<file path="src/rtl/alu_pkg.sv">
// alu_pkg
//   Shared definitions for the ALU operand path.
//   MODE_FIXED : operand taken from the channel named by sel.
//   MODE_RR    : operand taken from the next valid channel in round-robin order.
package alu_pkg;

   typedef enum logic {
      MODE_FIXED = 1'b0,
      MODE_RR    = 1'b1
   } mode_e;

endpackage

</file>
<file path="src/rtl/mux_rr_pick.sv">
// mux_rr_pick
//   Combinational rotate-priority picker. Starting at ptr and scanning upward
//   (modulo CH), returns the first channel whose valid bit is set.
//   Ports:
//     valid [CH]   per-channel request
//     ptr   [SELW] highest-priority channel this cycle
//     any          at least one channel is valid
//     idx   [SELW] winning channel (0 when any=0)
module mux_rr_pick #(
   parameter  int CH   = 8,
   localparam int SELW = $clog2(CH)
) (
   input  logic [CH-1:0]   valid,
   input  logic [SELW-1:0] ptr,
   output logic            any,
   output logic [SELW-1:0] idx
);

   // Walk offsets from farthest to nearest so the nearest valid channel
   // overwrites the others. The SELW-bit sum wraps naturally since CH is a
   // power of two.
   always_comb begin
      idx = '0;
      for (int k = CH-1; k >= 0; k--) begin
         if (valid[ptr + SELW'(k)])
            idx = ptr + SELW'(k);
      end
   end

   assign any = |valid;

endmodule

</file>
<file path="src/rtl/mux_sel_reg.sv">
// mux_sel_reg
//   Registered CH:1 operand mux with valid/ready handshake feeding the ALU
//   input stage. Channel choice is either the direct select (MODE_FIXED) or a
//   round-robin scan of valid channels (MODE_RR). The chosen word is held in a
//   single output register that reloads back-to-back while draining.
//   Ports:
//     clk, rst          clock, synchronous active-high reset
//     in_data  [CH*N]   flattened channel data, channel i at [i*N +: N]
//     in_valid [CH]     per-channel valid
//     in_ready [CH]     per-channel ready, one-hot or zero
//     sel      [SELW]   channel select for MODE_FIXED
//     mode              MODE_FIXED / MODE_RR
//     out_data [N]      held word
//     out_ch   [SELW]   source channel of out_data
//     out_valid         out_data holds a word
//     out_ready         downstream accepts the word
//     xfer_cnt [CW]     completed output transfers, wrapping
module mux_sel_reg
   import alu_pkg::*;
#(
   parameter  int N    = 5,
   parameter  int CH   = 8,
   parameter  int CW   = 16,
   localparam int SELW = $clog2(CH)
) (
   input  logic              clk,
   input  logic              rst,
   input  logic [CH*N-1:0]   in_data,
   input  logic [CH-1:0]     in_valid,
   output logic [CH-1:0]     in_ready,
   input  logic [SELW-1:0]   sel,
   input  logic              mode,
   output logic [N-1:0]      out_data,
   output logic [SELW-1:0]   out_ch,
   output logic              out_valid,
   input  logic              out_ready,
   output logic [CW-1:0]     xfer_cnt
);

   logic [CH-1:0][N-1:0] ch_data;
   logic [SELW-1:0]      rr_ptr;
   logic [SELW-1:0]      rr_idx;
   logic                 rr_any;
   logic [SELW-1:0]      g;
   logic                 load;
   logic                 grant;

   assign ch_data = in_data;

   mux_rr_pick #(.CH(CH)) u_pick (
      .valid (in_valid),
      .ptr   (rr_ptr),
      .any   (rr_any),
      .idx   (rr_idx)
   );

   // The register can take a word when empty or draining. Reset masks the
   // handshake so no source believes it was accepted during reset.
   always_comb begin
      load     = ~rst & (~out_valid | out_ready);
      in_ready = '0;
      g        = sel;
      grant    = 1'b0;
      if (mode == MODE_RR) begin
         g     = rr_idx;
         grant = load & rr_any;
         if (grant)
            in_ready[rr_idx] = 1'b1;
      end else begin
         // Fixed mode offers ready on sel regardless of its valid.
         grant = load & in_valid[sel];
         if (load)
            in_ready[sel] = 1'b1;
      end
   end

   always_ff @(posedge clk) begin
      if (rst) begin
         out_valid <= 1'b0;
         out_data  <= '0;
         out_ch    <= '0;
         xfer_cnt  <= '0;
         rr_ptr    <= '0;
      end else begin
         if (grant) begin
            out_data  <= ch_data[g];
            out_ch    <= g;
            out_valid <= 1'b1;
         end else if (out_ready) begin
            out_valid <= 1'b0;
         end
         if (out_valid && out_ready)
            xfer_cnt <= xfer_cnt + 1'b1;
         // Pointer moves past the winner; SELW-bit add wraps CH-1 -> 0.
         if (grant && mode == MODE_RR)
            rr_ptr <= rr_idx + 1'b1;
      end
   end

endmodule

</file>
<file path="config.mk">
export PLATFORM = sky130hd
export DESIGN_NAME = mux_sel_reg
export DESIGN_NICKNAME = d
export VERILOG_FILES = /design/src/rtl/alu_pkg.sv /design/src/rtl/mux_rr_pick.sv /design/src/rtl/mux_sel_reg.sv
export SDC_FILE = /design/constraint.sdc
export NUM_CORES = 1
export LEC_CHECK = 0
export BUFFER_PORTS_ARGS = -buffer_cell sky130_fd_sc_hd__buf_2
export CAP_MARGIN = 25
export CORE_ASPECT_RATIO = 1.2
export CORE_MARGIN = 2
export CORE_UTILIZATION = 52
export CTS_BUF_LIST = sky130_fd_sc_hd__clkbuf_4
export DETAILED_ROUTE_END_ITERATION = 8
export HOLD_SLACK_MARGIN = 0.03
export PLACE_DENSITY_LB_ADDON = 0.12
export REMOVE_ABC_BUFFERS = 1
export SYNTH_ARGS = -nofsm -noshare
export SYNTH_HDL_FRONTEND = slang
export SYNTH_HIERARCHICAL = 1
export SYNTH_SLANG_ARGS = --single-unit
</file>
<file path="constraint.sdc">
create_clock -name clk -period 5.1 [get_ports clk]
set_clock_uncertainty 0.1 [all_clocks]
set_input_delay 0.765 -clock clk [delete_from_list [all_inputs] [get_ports clk]]
set_output_delay 0.765 -clock clk [all_outputs]
set_load 0.01 [all_outputs]
</file>
==> out/metrics.yaml, run 1 <==
floorplan:
  number_of_i_o_pins: 88
  die-height_um: 80.84
  rows: 27
  die_area_um2: 5500
  core_um2: 4662
  die_x_um: 68.04
  starting_density_of_the_core_pct: 54.88
synthesis:
  ys_seq_area_share_pct: 21.91
  distinct_cell_type_count_after_synthesis: 51
  ys_ff_latch: 28
  number_of_enable_type_register_cells_in_the_synthesized_netlist: 0
  post_synth.cell_area_avg_um2: 8.097
  leading_cell_types_by_total_area_after_synthesis: "sky130_fd_sc_hd__dfxtp_1 (22%), sky130_fd_sc_hd__mux4_2 (8.8%), sky130_fd_sc_hd__nand2_1 (6.9%), sky130_fd_sc_hd__mux2i_1 (6.7%), sky130_fd_sc_hd__nor2_1 (4.3%)"
  synth_top_flop_cell: "sky130_fd_sc_hd__dfxtp_1"
  netlist.top_cell.by_area: "sky130_fd_sc_hd__dfxtp_1"
  synthesis.yosys.warnings: 6
  syn_area_um2: 2559
  synthCells: 316
  synth-async-reset-ratio_pct: 0
  synth.top_cell.area_share_pct: 21.91
cells_and_area:
  final-seq-area_um2: 560.5
  most_common_cell_after_layout_fill_and_taps_aside: "sky130_fd_sc_hd__buf_2"
  leading_cell_types_in_the_layout_fill_and_taps_excluded: "sky130_fd_sc_hd__buf_2 (87), sky130_fd_sc_hd__nand2_1 (47), sky130_fd_sc_hd__nor2_1 (29)"
  final_util_pct: 65.24
  area_growth_pct: 18.88
  multi_input_area_um2: 1857
  layout.cell_area.non_filler_um2: 3042
  count_of_placed_standard_cells_in_the_final_layout_fillers_left_out: 454
  drive_gt1_share_pct: 30.56
  filler_cell_count: 422
  nNetsFinal: 456
  antenna-diode-count: 0
critical_path:
  worstPathArrival_ns: 3.83
  max_stage_delay_ns: 0.62
  endpoint_kind: "output port"
  worstRegToRegCells: 12
  startpoint_type: "flop"
  timing.critical_path.fanout_max: 8
  timing.setup.critical_path_class: "flop to output port"
  regToRegSetupSlack_ns: 1.45
  critical_path.reg2reg.endpoint: "out_data[3]"
  critPathRequiredTime_ns: 4.24
  launch_point_of_the_worst_reg_to_reg_path: "rr_ptr[0]"
  cpMaxStageDelayCell: "sky130_fd_sc_hd__nor4_1"
  critical-path-top-cell-by-count: "sky130_fd_sc_hd__o311a_1"
  crit_path_cell_trace: "inv_1 > ha_1 > mux4_1 > mux2_4 > o311a_1 > o311a_1 > nor4_1 > nand3_1 > o31ai_1 > buf_2"
hold_path:
  hold_path_end: "xfer_cnt[1]"
  hold_path.startpoint: "xfer_cnt[1]"
  min_delay_path_depth: 2
  worst_hold_path_type: "flop to flop"
job:
  drv.max_cap_violation_count: 0
placement:
  place.detailed.hpwl_mm: 4.861
  dp_cells: 450
  quantity_of_i_o_buffers_inserted_on_ports: 87
  gp_routability_congestion: 0.8463
  placed_cell_area_um2: 3015
route:
  route.detailed.wl_per_inst_um: 13.93
  detailroute.via_count: 2652
  detail_route.iter0.violations: 161
  drt-total-wl_mm: 6.322
  drc_violations: 0
  firstDrtPassIters: 4
  vias_per_cell: 5.841
  route.antenna.remaining_nets: 0
clock_tree:
  tritoncts: "built"
  cts.sink_count: 28
  clock_tree.htree_level_count: 1
  ctsLongestPathBuffers: 2
  cts.hold.buffers_added: 0
  cts-buffers-inserted: 3
  cts_setup_buffers: 0
  clkSlewWorstSetupHoldPaths_ns: 0.14
  worstSkewPairLatency_ns: 0.33
  cts_repair_resize_count: 0
  clockRootBuffer: "sky130_fd_sc_hd__clkbuf_4"
timing:
  relSlewSlack_pct: 57.14
  clock.fmax_mhz: 213.1
  final_hold_violations: 0
  timing.final.crit_share_pct: 92.02
  timing.setup.tns_ns: 0
  setup-violations-final: 0
  slew_violations: 0
  rsz0062_at_grt: "no"
  fin_crit_ns: 4.693
  worst-slew-pin-transition_ns: 0.6370
power:
  power.density_cell_area_nw_per_um2: 275.9
  power.static_leakage_nw: 1.340
  vdd.ir_drop.worst_mv: 0.1981
  power_uw: 839.2
global_route:
  gr-total-overflow: 0
  first_global_vias: 2443
  grt_antenna_before_repair: 0
  pin_count_of_the_biggest_net_entering_global_routing: 33
  grt_usage_pct: 24.20
  grt_pass1_wl_mm: 10.51
outcome:
  run_status: "finished clean"
[state kept, by name, summed over array words and instances, names as in the netlist]
name       cells
xfer_cnt      16
out_valid      1
out_data       5
rr_ptr         3
out_ch         3
[critical path, delay by kind of cell (launching register included)]
family | cells | cell delay (ns)
adder cells (fa/ha/maj) | 1 | 0.48
multiplexers | 2 | 0.79
buffers and inverters | 2 | 0.25
flip-flops | 1 | 0.35
AO/OA/AOI/OAI | 3 | 0.85
AND/OR/NAND/NOR | 2 | 0.77
[worst max-delay path by stage]
stage,startpoint,end,slack (ns),cells after the start
2_1_floorplan,rr_ptr[1],in_ready[2],0.77,9
3_3_place_gp,in_valid[6],in_ready[6],0.68,9
3_5_place_dp,in_valid[6],in_ready[6],0.61,9
4_1_cts,rr_ptr[0],in_ready[4],0.42,10
5_1_grt,rr_ptr[0],in_ready[6],0.06,10
6_report,rr_ptr[0],in_ready[6],0.41,10
[Yosys cell counts (8+ instances only)]
cell	instances
sky130_fd_sc_hd__dfxtp_1	28
sky130_fd_sc_hd__a21oi_1	18
sky130_fd_sc_hd__nand4_1	9
sky130_fd_sc_hd__inv_1	14
sky130_fd_sc_hd__xor2_1	11
sky130_fd_sc_hd__mux2i_1	17
sky130_fd_sc_hd__clkbuf_1	8
sky130_fd_sc_hd__nor2_1	29
sky130_fd_sc_hd__nand3_1	21
sky130_fd_sc_hd__nand2_1	47
sky130_fd_sc_hd__o21ai_0	9
sky130_fd_sc_hd__mux4_2	10
[through the flow]
step	setup slack (ns)	hold WS (ns)
3_5_place_dp	0.6128	0.3853
6_report	0.4068	0.3992
4_1_cts	0.4164	0.4045
3_3_place_gp	0.6757	0.3653
2_1_floorplan	0.7740	0.3962
5_1_grt	0.06109	0.4387
[cell families (layout without fill, tap and decap cells)]
family | Yosys count | in the layout | share of synthesized area, %
simple gates | 138 | 138 | 25.48
compound gates | 64 | 64 | 18.05
mux | 36 | 36 | 21.61
buf+inv | 30 | 110 | 5.525
flops | 28 | 28 | 21.91
xor+xnor | 16 | 16 | 5.477
fa+ha+maj | 4 | 4 | 1.956
[power by group]
part / switching [mW] / total [mW] / leakage, nW / internal [mW]
combinational: 0.287 / 0.505 / 1.10 / 0.218
sequential: 0.0103 / 0.243 / 0.228 / 0.233
clock: 0.0623 / 0.0911 / 0.0154 / 0.0287
total: 0.360 / 0.839 / 1.34 / 0.479
[layer usage]
metal | track usage [%] | part of all wire, % | up-vias
met2 | 42.23 | 51 | 74
met1 | 29.51 | 42 | 1237
met5 | 0 | 0 | -
met3 | 4.848 | 4.8 | 10
li1 | - | - | 1331
met4 | 7.400 | 1.9 | 0
[layout make-up]
class / count / area share, %
well taps: 58 / 2.386
clock buffers: 3 / 0.7404
inverters: 14 / 1.728
flip-flops and latches: 28 / 18.43
clock inverters: 1 / 0.1234
repair buffers: 92 / 15.55
multi-input cells: 258 / 61.04
Note: power is estimated with default switching activity, not from simulation.
==> run 2: changes to the inputs <==
- ABC_AREA: unset -> 1
- CORE_UTILIZATION: 52 -> 53
==> out/metrics.yaml, run 2 <==
outcome:
  run_status: "finished clean"
floorplan:
  rows: 28  # +3.7%
  die-height_um: 82.55  # +2.1%
  core_um2: 4940  # +6.0%
  die_x_um: 69.46  # +2.1%
  number_of_i_o_pins: 88  # unchanged
  starting_density_of_the_core_pct: 55.17  # +0.28 points
  die_area_um2: 5734  # +4.3%
route:
  route.detailed.wl_per_inst_um: 11.44  # -18%
  drc_violations: 0  # unchanged
  detailroute.via_count: 3265  # +23%
  vias_per_cell: 5.309  # -9.1%
  firstDrtPassIters: 5  # +1
  route.antenna.remaining_nets: 0  # unchanged
  detail_route.iter0.violations: 153  # -5.0%
  drt-total-wl_mm: 7.035  # +11%
critical_path:
  crit_path_cell_trace: "inv_2 > ha_1 > inv_2 > nand3_1 > nand3_1 > nand2_1 > inv_1 > nor2_2 > nor2_1 > o21ai_1 > nand2_1 > nand2_1 > nand2_1 > nand2_1 > inv_1 > nor2_1 > inv_1 > o22ai_1 > buf_2"
  launch_point_of_the_worst_reg_to_reg_path: "rr_ptr[0]"
  timing.setup.critical_path_class: "flop to output port"
  regToRegSetupSlack_ns: 1.21  # -0.24 ns
  timing.critical_path.fanout_max: 13  # +5
  worstRegToRegCells: 21  # +9
  startpoint_type: "flop"
  critical_path.reg2reg.endpoint: "out_data[4]"
  max_stage_delay_ns: 0.68  # +0.06 ns
  critical_path.top_delay_family: "simple AND/OR/NAND/NOR gates"
  critPathRequiredTime_ns: 4.24  # about the same
  number_of_buffer_and_inverter_instances_along_the_worst_setup_path: 6  # +4
  critical-path-top-cell-by-count: "sky130_fd_sc_hd__nand2_1"
  critical_path.startpoint: "rr_ptr[0]"
  cpMaxStageDelayCell: "sky130_fd_sc_hd__dfxtp_1"
  endpoint_kind: "output port"
  worstPathArrival_ns: 3.26  # -0.57 ns
power:
  power.static_leakage_nw: 1.706  # +27%
  power.internal_uw: 417.5  # -13%
  power.density_cell_area_nw_per_um2: 246.2  # -11%
  power_switching_uw: 360.7  # +0.25%
  power_frac_clock_pct: 11.5  # +0.7 points
  swShare_pct: 46.35  # +3.5 points
  p_seq_share_pct: 31.7  # +2.8 points
  power_uw: 778.3  # -7.3%
  logic_pwr_share_pct: 56.8  # -3.4 points
  vdd.ir_drop.worst_mv: 0.1884  # -4.9%
cells_and_area:
  most_common_cell_after_layout_fill_and_taps_aside: "sky130_fd_sc_hd__nand2_1"
  max_flop_register: "xfer_cnt"
  final_util_pct: 63.98  # -1.3 points
  area_growth_pct: 15.98
  antenna-diode-count: 0  # unchanged
  drive_gt1_share_pct: 24.32  # -6.2 points
  nNetsFinal: 615  # +35%
  biggestRegsByFlops: "xfer_cnt x16, out_data x5"
  layout.cell_area.non_filler_um2: 3161  # +3.9%
  leading_cell_types_in_the_layout_fill_and_taps_excluded: "sky130_fd_sc_hd__nand2_1 (132), sky130_fd_sc_hd__nand3_1 (98), sky130_fd_sc_hd__buf_2 (87)"
  largest_reg_flops: 16  # unchanged
synthesis:
  syn_area_um2: 2725  # +6.5%
  synth_top_flop_cell: "sky130_fd_sc_hd__dfxtp_1"
  netlist.top_cell.by_area: "sky130_fd_sc_hd__dfxtp_1"
  ys_seq_area_share_pct: 20.57  # -1.3 points
  synth_most_common_cell: "sky130_fd_sc_hd__nand2_1"
  ys_ff_latch: 28  # unchanged
  synth.top_cell.area_share_pct: 20.57  # -1.3 points
  synth.cells.most_frequent: "sky130_fd_sc_hd__nand2_1 (132), sky130_fd_sc_hd__nand3_1 (98), sky130_fd_sc_hd__inv_1 (62)"
  number_of_enable_type_register_cells_in_the_synthesized_netlist: 0  # unchanged
  distinct_cell_type_count_after_synthesis: 30  # -41%
  leading_cell_types_by_total_area_after_synthesis: "sky130_fd_sc_hd__dfxtp_1 (21%), sky130_fd_sc_hd__nand2_1 (18%), sky130_fd_sc_hd__nand3_1 (18%), sky130_fd_sc_hd__inv_1 (8.5%), sky130_fd_sc_hd__nor2_1 (5.9%)"
  synthCells: 479  # +52%
  synthesis.yosys.warnings: 6  # unchanged
  post_synth.cell_area_avg_um2: 5.689  # -30%
  synth-async-reset-ratio_pct: 0  # unchanged
timing:
  timing.setup.tns_ns: 0  # unchanged
  clock.fmax_mhz: 242.7  # +14%
  slew_violations: 0  # unchanged
  setup-violations-final: 0  # unchanged
  final_hold_violations: 0  # unchanged
  setup_ws_ns: 0.9791  # +0.5724 ns
  timing.final.crit_share_pct: 80.80  # -11 points
  relSlewSlack_pct: 48.15  # -9.0 points
  rsz0062_at_grt: "no"
  fin_crit_ns: 4.121  # -0.5724 ns
  worst-slew-pin-transition_ns: 0.7725  # +0.1355 ns
hold_path:
  hold_path_end: "xfer_cnt[13]"
  min_delay_path_depth: 2  # unchanged
  hold_path.startpoint: "xfer_cnt[13]"
  worst_hold_path_type: "flop to flop"
clock_tree:
  cts-buffers-inserted: 3  # unchanged
  clock_tree.htree_level_count: 1  # unchanged
  clkSlewWorstSetupHoldPaths_ns: 0.14  # about the same
  clockRootBuffer: "sky130_fd_sc_hd__clkbuf_4"
  cts_setup_buffers: 0  # unchanged
  ctsLongestPathBuffers: 2  # unchanged
  cts.sink_count: 28  # unchanged
  tritoncts: "built"
  cts.hold.buffers_added: 0  # unchanged
  cts_repair_resize_count: 0  # unchanged
  worstSkewPairLatency_ns: 0.32  # about the same
placement:
  gp_routability_congestion: 0.9362  # +11%
  placed_cell_area_um2: 3134  # +3.9%
  quantity_of_i_o_buffers_inserted_on_ports: 87  # unchanged
  dp_slack_ns: 1.284  # +0.6708 ns
  place.detailed.hpwl_mm: 5.661  # +16%
job:
  drv.max_cap_violation_count: 0  # unchanged
global_route:
  first_global_vias: 2955  # +21%
  grt_pass1_wl_mm: 11.98  # +14%
  grt_antenna_before_repair: 0  # unchanged
  grt_usage_pct: 24.64  # +0.44 points
  pin_count_of_the_biggest_net_entering_global_routing: 25  # -24%
  gr-total-overflow: 0  # unchanged
[run 2: worst reg2reg max path, cell delays in order, from the launching register on]
cell and delay [ns]:
sky130_fd_sc_hd__dfxtp_1 0.68, sky130_fd_sc_hd__inv_2 0.17, sky130_fd_sc_hd__ha_1 0.50, sky130_fd_sc_hd__inv_2 0.11, sky130_fd_sc_hd__nand3_1 0.13, sky130_fd_sc_hd__nand3_2 0.12, sky130_fd_sc_hd__nand2_2 0.10, sky130_fd_sc_hd__a21oi_1 0.05
sky130_fd_sc_hd__o21ai_1 0.12, sky130_fd_sc_hd__nand2_1 0.06, sky130_fd_sc_hd__nand2_1 0.05, sky130_fd_sc_hd__nand2_1 0.05, sky130_fd_sc_hd__nand2_1 0.05, sky130_fd_sc_hd__nand2_1 0.10, sky130_fd_sc_hd__nand2_1 0.51, sky130_fd_sc_hd__nand2_2 0.38
sky130_fd_sc_hd__nand2_1 0.14, sky130_fd_sc_hd__nand3_1 0.08, sky130_fd_sc_hd__nand3_1 0.11, sky130_fd_sc_hd__nand2_1 0.06, sky130_fd_sc_hd__nor2_1 0.10, sky130_fd_sc_hd__nor2_1 0.05
[run 2: stage by stage]
stage               instances  hold WS, ns
floorplan                 464       0.4050
global placement          611       0.3880
detailed placement        611       0.3853
CTS                       615       0.4120
global route              615       0.4394
finish                    615       0.4126
[run 2: cell families (layout without fill, tap and decap cells)]
logic type	count (synthesis)	count (layout)	share of synthesized area, %
AO/OA/AOI/OAI	39	39	7.943
adder cells (fa/ha/maj)	4	4	1.837
buffers and inverters	85	161	13.59
AND/OR/NAND/NOR	318	318	54.45
flip-flops	28	28	20.57
XOR/XNOR	5	5	1.607
[run 2: power groups by stage]
stage	sequential [mW]	clock (mW)	combinational, mW
floorplan	0.253	0	0.324
global placement	0.251	0	0.431
detailed placement	0.251	0	0.435
CTS	0.246	0.0952	0.437
global route	0.249	0.105	0.505
finish	0.246	0.0895	0.442
[run 2: layer usage]
layer | GRT usage (%) | wire length (um) | up-vias
met1 | 27.91 | 2964 | 1455
met4 | 10.20 | 160 | 0
met2 | 47.50 | 3596 | 97
met5 | 0 | 0 | -
li1 | - | - | 1695
met3 | 2.549 | 314 | 18
[run 2: final cells by class]
| cell class | count | area, um^2 |
|---|---|---|
| clock buffers | 3 | 22.52 |
| well taps | 60 | 75.07 |
| inverters | 70 | 269.0 |
| clock inverters | 1 | 3.754 |
| flip-flops and latches | 28 | 560.5 |
| repair buffers | 87 | 435.4 |
| multi-input cells | 366 | 1794 |
| fillers | 500 | 1779 |
[run 2: worst max-delay path by stage]
stage / slack (ns) / end / cells after the start
final: 0.98 / in_ready[1] / 19
after global routing: 0.57 / in_ready[5] / 19
after CTS: 1.03 / in_ready[3] / 19
after detailed placement: 1.28 / out_data[4] / 21
after global placement: 1.40 / out_data[2] / 21
after floorplan: 1.82 / out_data[0] / 21
==> run 3: changes to the inputs <==
- ABC_AREA: 1 -> 0
- CORE_UTILIZATION: 53 -> 47
- clock period: 5.1 -> 3.6 ns (I/O delays scaled with it)
==> out/metrics.yaml, run 3 (synthesis gave the netlist of run 1 again) <==
critical_path:
  regToRegSetupSlack_ns: 0.14  # -1.07 ns
  critical_path.startpoint: "rr_ptr[0]"
  launch_point_of_the_worst_reg_to_reg_path: "rr_ptr[0]"
  timing.setup.critical_path_class: "flop to output port"
  worstPathArrival_ns: 3.01  # -0.25 ns
  timing.critical_path.to: "in_ready[4]"
  timing.critical_path.fanout_max: 5  # -8
  startpoint_type: "flop"
  worstRegToRegCells: 13  # -38%
  critical_path.reg2reg.endpoint: "out_data[2]"
  critPathRequiredTime_ns: 2.96  # -1.28 ns
  endpoint_kind: "output port"
cells_and_area:
  leading_cell_types_in_the_layout_fill_and_taps_excluded: "sky130_fd_sc_hd__buf_2 (87), sky130_fd_sc_hd__nand2_1 (46), sky130_fd_sc_hd__nor2_1 (29)"
  biggestRegsByFlops: "xfer_cnt x16, out_data x5"
  antenna-diode-count: 0  # unchanged
  nNetsFinal: 487  # -21%
  area_growth_pct: 35.89
  max_flop_register: "xfer_cnt"
  layout.cell_area.non_filler_um2: 3477  # +10%
  most_common_cell_after_layout_fill_and_taps_aside: "sky130_fd_sc_hd__buf_2"
  largest_reg_flops: 16  # unchanged
  final_util_pct: 66.09  # +2.1 points
  drive_gt1_share_pct: 41.22  # +17 points
clock_tree:
  cts.sink_count: 28  # unchanged
  cts.hold.buffers_added: 0  # unchanged
  tritoncts: "built"
  ctsLongestPathBuffers: 2  # unchanged
  clock_tree.htree_level_count: 1  # unchanged
  cts-buffers-inserted: 3  # unchanged
  worstSkewPairLatency_ns: 0.32  # about the same
  clkSlewWorstSetupHoldPaths_ns: 0.14  # about the same
  clockRootBuffer: "sky130_fd_sc_hd__clkbuf_4"
global_route:
  gr-total-overflow: 0  # unchanged
  grt_usage_pct: 23.52  # -1.1 points
  first_global_vias: 2662  # -9.9%
  pin_count_of_the_biggest_net_entering_global_routing: 33  # +32%
  grt_pass1_wl_mm: 11.87  # -0.92%
  grt_antenna_before_repair: 0  # unchanged
route:
  firstDrtPassIters: 4  # -1
  detail_route.iter0.violations: 126  # -18%
  detailroute.via_count: 2836  # -13%
  drc_violations: 0  # unchanged
  drt-total-wl_mm: 7.219  # +2.6%
  route.detailed.wl_per_inst_um: 14.76  # +29%
  vias_per_cell: 5.800  # +9.2%
  route.antenna.remaining_nets: 0  # unchanged
outcome:
  failed_checks: "setup timing"
  run_status: "finished with violations"
power:
  logic_pwr_share_pct: 67.2  # +10 points
  power.density_cell_area_nw_per_um2: 416.8  # +69%
  power.static_leakage_nw: 1.525  # -11%
  p_seq_share_pct: 23.9  # -7.8 points
  power.internal_uw: 849.3  # +100%
  vdd.ir_drop.worst_mv: 0.3086  # +64%
  swShare_pct: 41.40  # -4.9 points
  power_switching_uw: 600.0  # +66%
  power_frac_clock_pct: 8.9  # -2.6 points
floorplan:
  core_um2: 5261  # +6.5%
  number_of_i_o_pins: 88  # unchanged
  starting_density_of_the_core_pct: 48.63  # -6.5 points
  rows: 29  # +3.6%
  die-height_um: 84.83  # +2.8%
  die_area_um2: 6053  # +5.6%
  die_x_um: 71.36  # +2.7%
placement:
  quantity_of_i_o_buffers_inserted_on_ports: 87  # unchanged
  placed_cell_area_um2: 3178  # +1.4%
  place.detailed.hpwl_mm: 5.267  # -7.0%
  dp_slack_ns: 0.04220  # -1.241 ns
  gp_routability_congestion: 0.9474  # +1.2%
timing:
  slew_violations: 0  # unchanged
  timing.final.crit_share_pct: 101.3
  final_hold_violations: 0  # unchanged
  clock.fmax_mhz: 274.3
  rsz0062_at_grt: "yes"
  timing.setup.tns_ns: -0.06247  # -0.06247 ns
  relSlewSlack_pct: 61.31  # +13 points
  fin_crit_ns: 3.646
  worst-slew-pin-transition_ns: 0.5742  # -0.1983 ns
  setup-violations-final: 3  # +3
  setup_ws_ns: -0.04631  # -1.025 ns
job:
  drv.max_cap_violation_count: 0  # unchanged
hold_path:
  worst_hold_path_type: "flop to flop"
## run 3: changes by cell type in the layout (fill, tap and decap cells not counted), moves of 6 or more
cell,change
sky130_fd_sc_hd__buf_4,+28
sky130_fd_sc_hd__inv_1,-51
sky130_fd_sc_hd__mux2i_1,+16
sky130_fd_sc_hd__mux4_2,+11
sky130_fd_sc_hd__nand2_1,-86
sky130_fd_sc_hd__nand2_2,-15
sky130_fd_sc_hd__nand3_1,-77
sky130_fd_sc_hd__nand3_2,-11
sky130_fd_sc_hd__nand4_1,+6
sky130_fd_sc_hd__nor2_1,-14
sky130_fd_sc_hd__o22ai_1,-7
sky130_fd_sc_hd__xor2_1,+7
## run 3: worst min path at each step
stage	start	endpoint	slack [ns]	cells past startpoint
4_1_cts	out_ready	xfer_cnt[1]	0.39	3
3_5_place_dp	xfer_cnt[1]	xfer_cnt[1]	0.38	2
6_report	xfer_cnt[15]	xfer_cnt[15]	0.39	2
2_1_floorplan	xfer_cnt[15]	xfer_cnt[15]	0.40	2
5_1_grt	out_ready	xfer_cnt[1]	0.38	3
3_3_place_gp	xfer_cnt[15]	xfer_cnt[15]	0.37	2
## run 3: worst max-delay path, stage by stage (launching register included)
cell	delay, ns
sky130_fd_sc_hd__dfxtp_4	0.40
sky130_fd_sc_hd__inv_2	0.05
sky130_fd_sc_hd__ha_4	0.29
sky130_fd_sc_hd__mux4_2	0.31
sky130_fd_sc_hd__mux2_4	0.30
sky130_fd_sc_hd__o311a_1	0.35
sky130_fd_sc_hd__o311a_1	0.33
sky130_fd_sc_hd__nor4_2	0.16
sky130_fd_sc_hd__buf_4	0.17
sky130_fd_sc_hd__nand3_1	0.09
sky130_fd_sc_hd__o31ai_2	0.08
sky130_fd_sc_hd__buf_2	0.17
## run 3: stage by stage
stage	power (mW)	hold slack, ns	instances
floorplan	0.8552	0.3962	300
global placement	1.138	0.3680	475
detailed placement	1.140	0.3838	475
CTS	1.342	0.3912	485
global route	1.565	0.3792	489
finish	1.449	0.3915	489
## run 3: routing by layer
layer	vias up	track usage, %	share of wire, %
li1	1394	-	-
met1	1327	29.09	40
met2	100	42.42	52
met3	15	3.800	5.3
met4	0	5.489	2.1
met5	-	0	0
## run 3: power groups by stage
stage	Clock, mW	Sequential, mW	Combinational, mW
2_1_floorplan	0	0.372	0.483
3_3_place_gp	0	0.348	0.790
3_5_place_dp	0	0.349	0.791
4_1_cts	0.135	0.345	0.862
5_1_grt	0.151	0.350	1.06
6_report	0.129	0.347	0.974
## run 3: final cells by class
cell class	instances	area [um^2]
Clock inverter	1	3.754
Fill cell	484	1784
Timing Repair Buffer	122	737.0
Inverter	14	52.55
Clock buffer	3	22.52
Tap cell	62	77.57
Sequential cell	28	569.3
Multi-Input combinational cell	259	2014
## run 3: timing repair
action	in CTS	in global routing
cloned	0	1
resized for setup	17	28
pin swaps	2	3
setup endpoints to repair	8	13
setup buffers	6	3
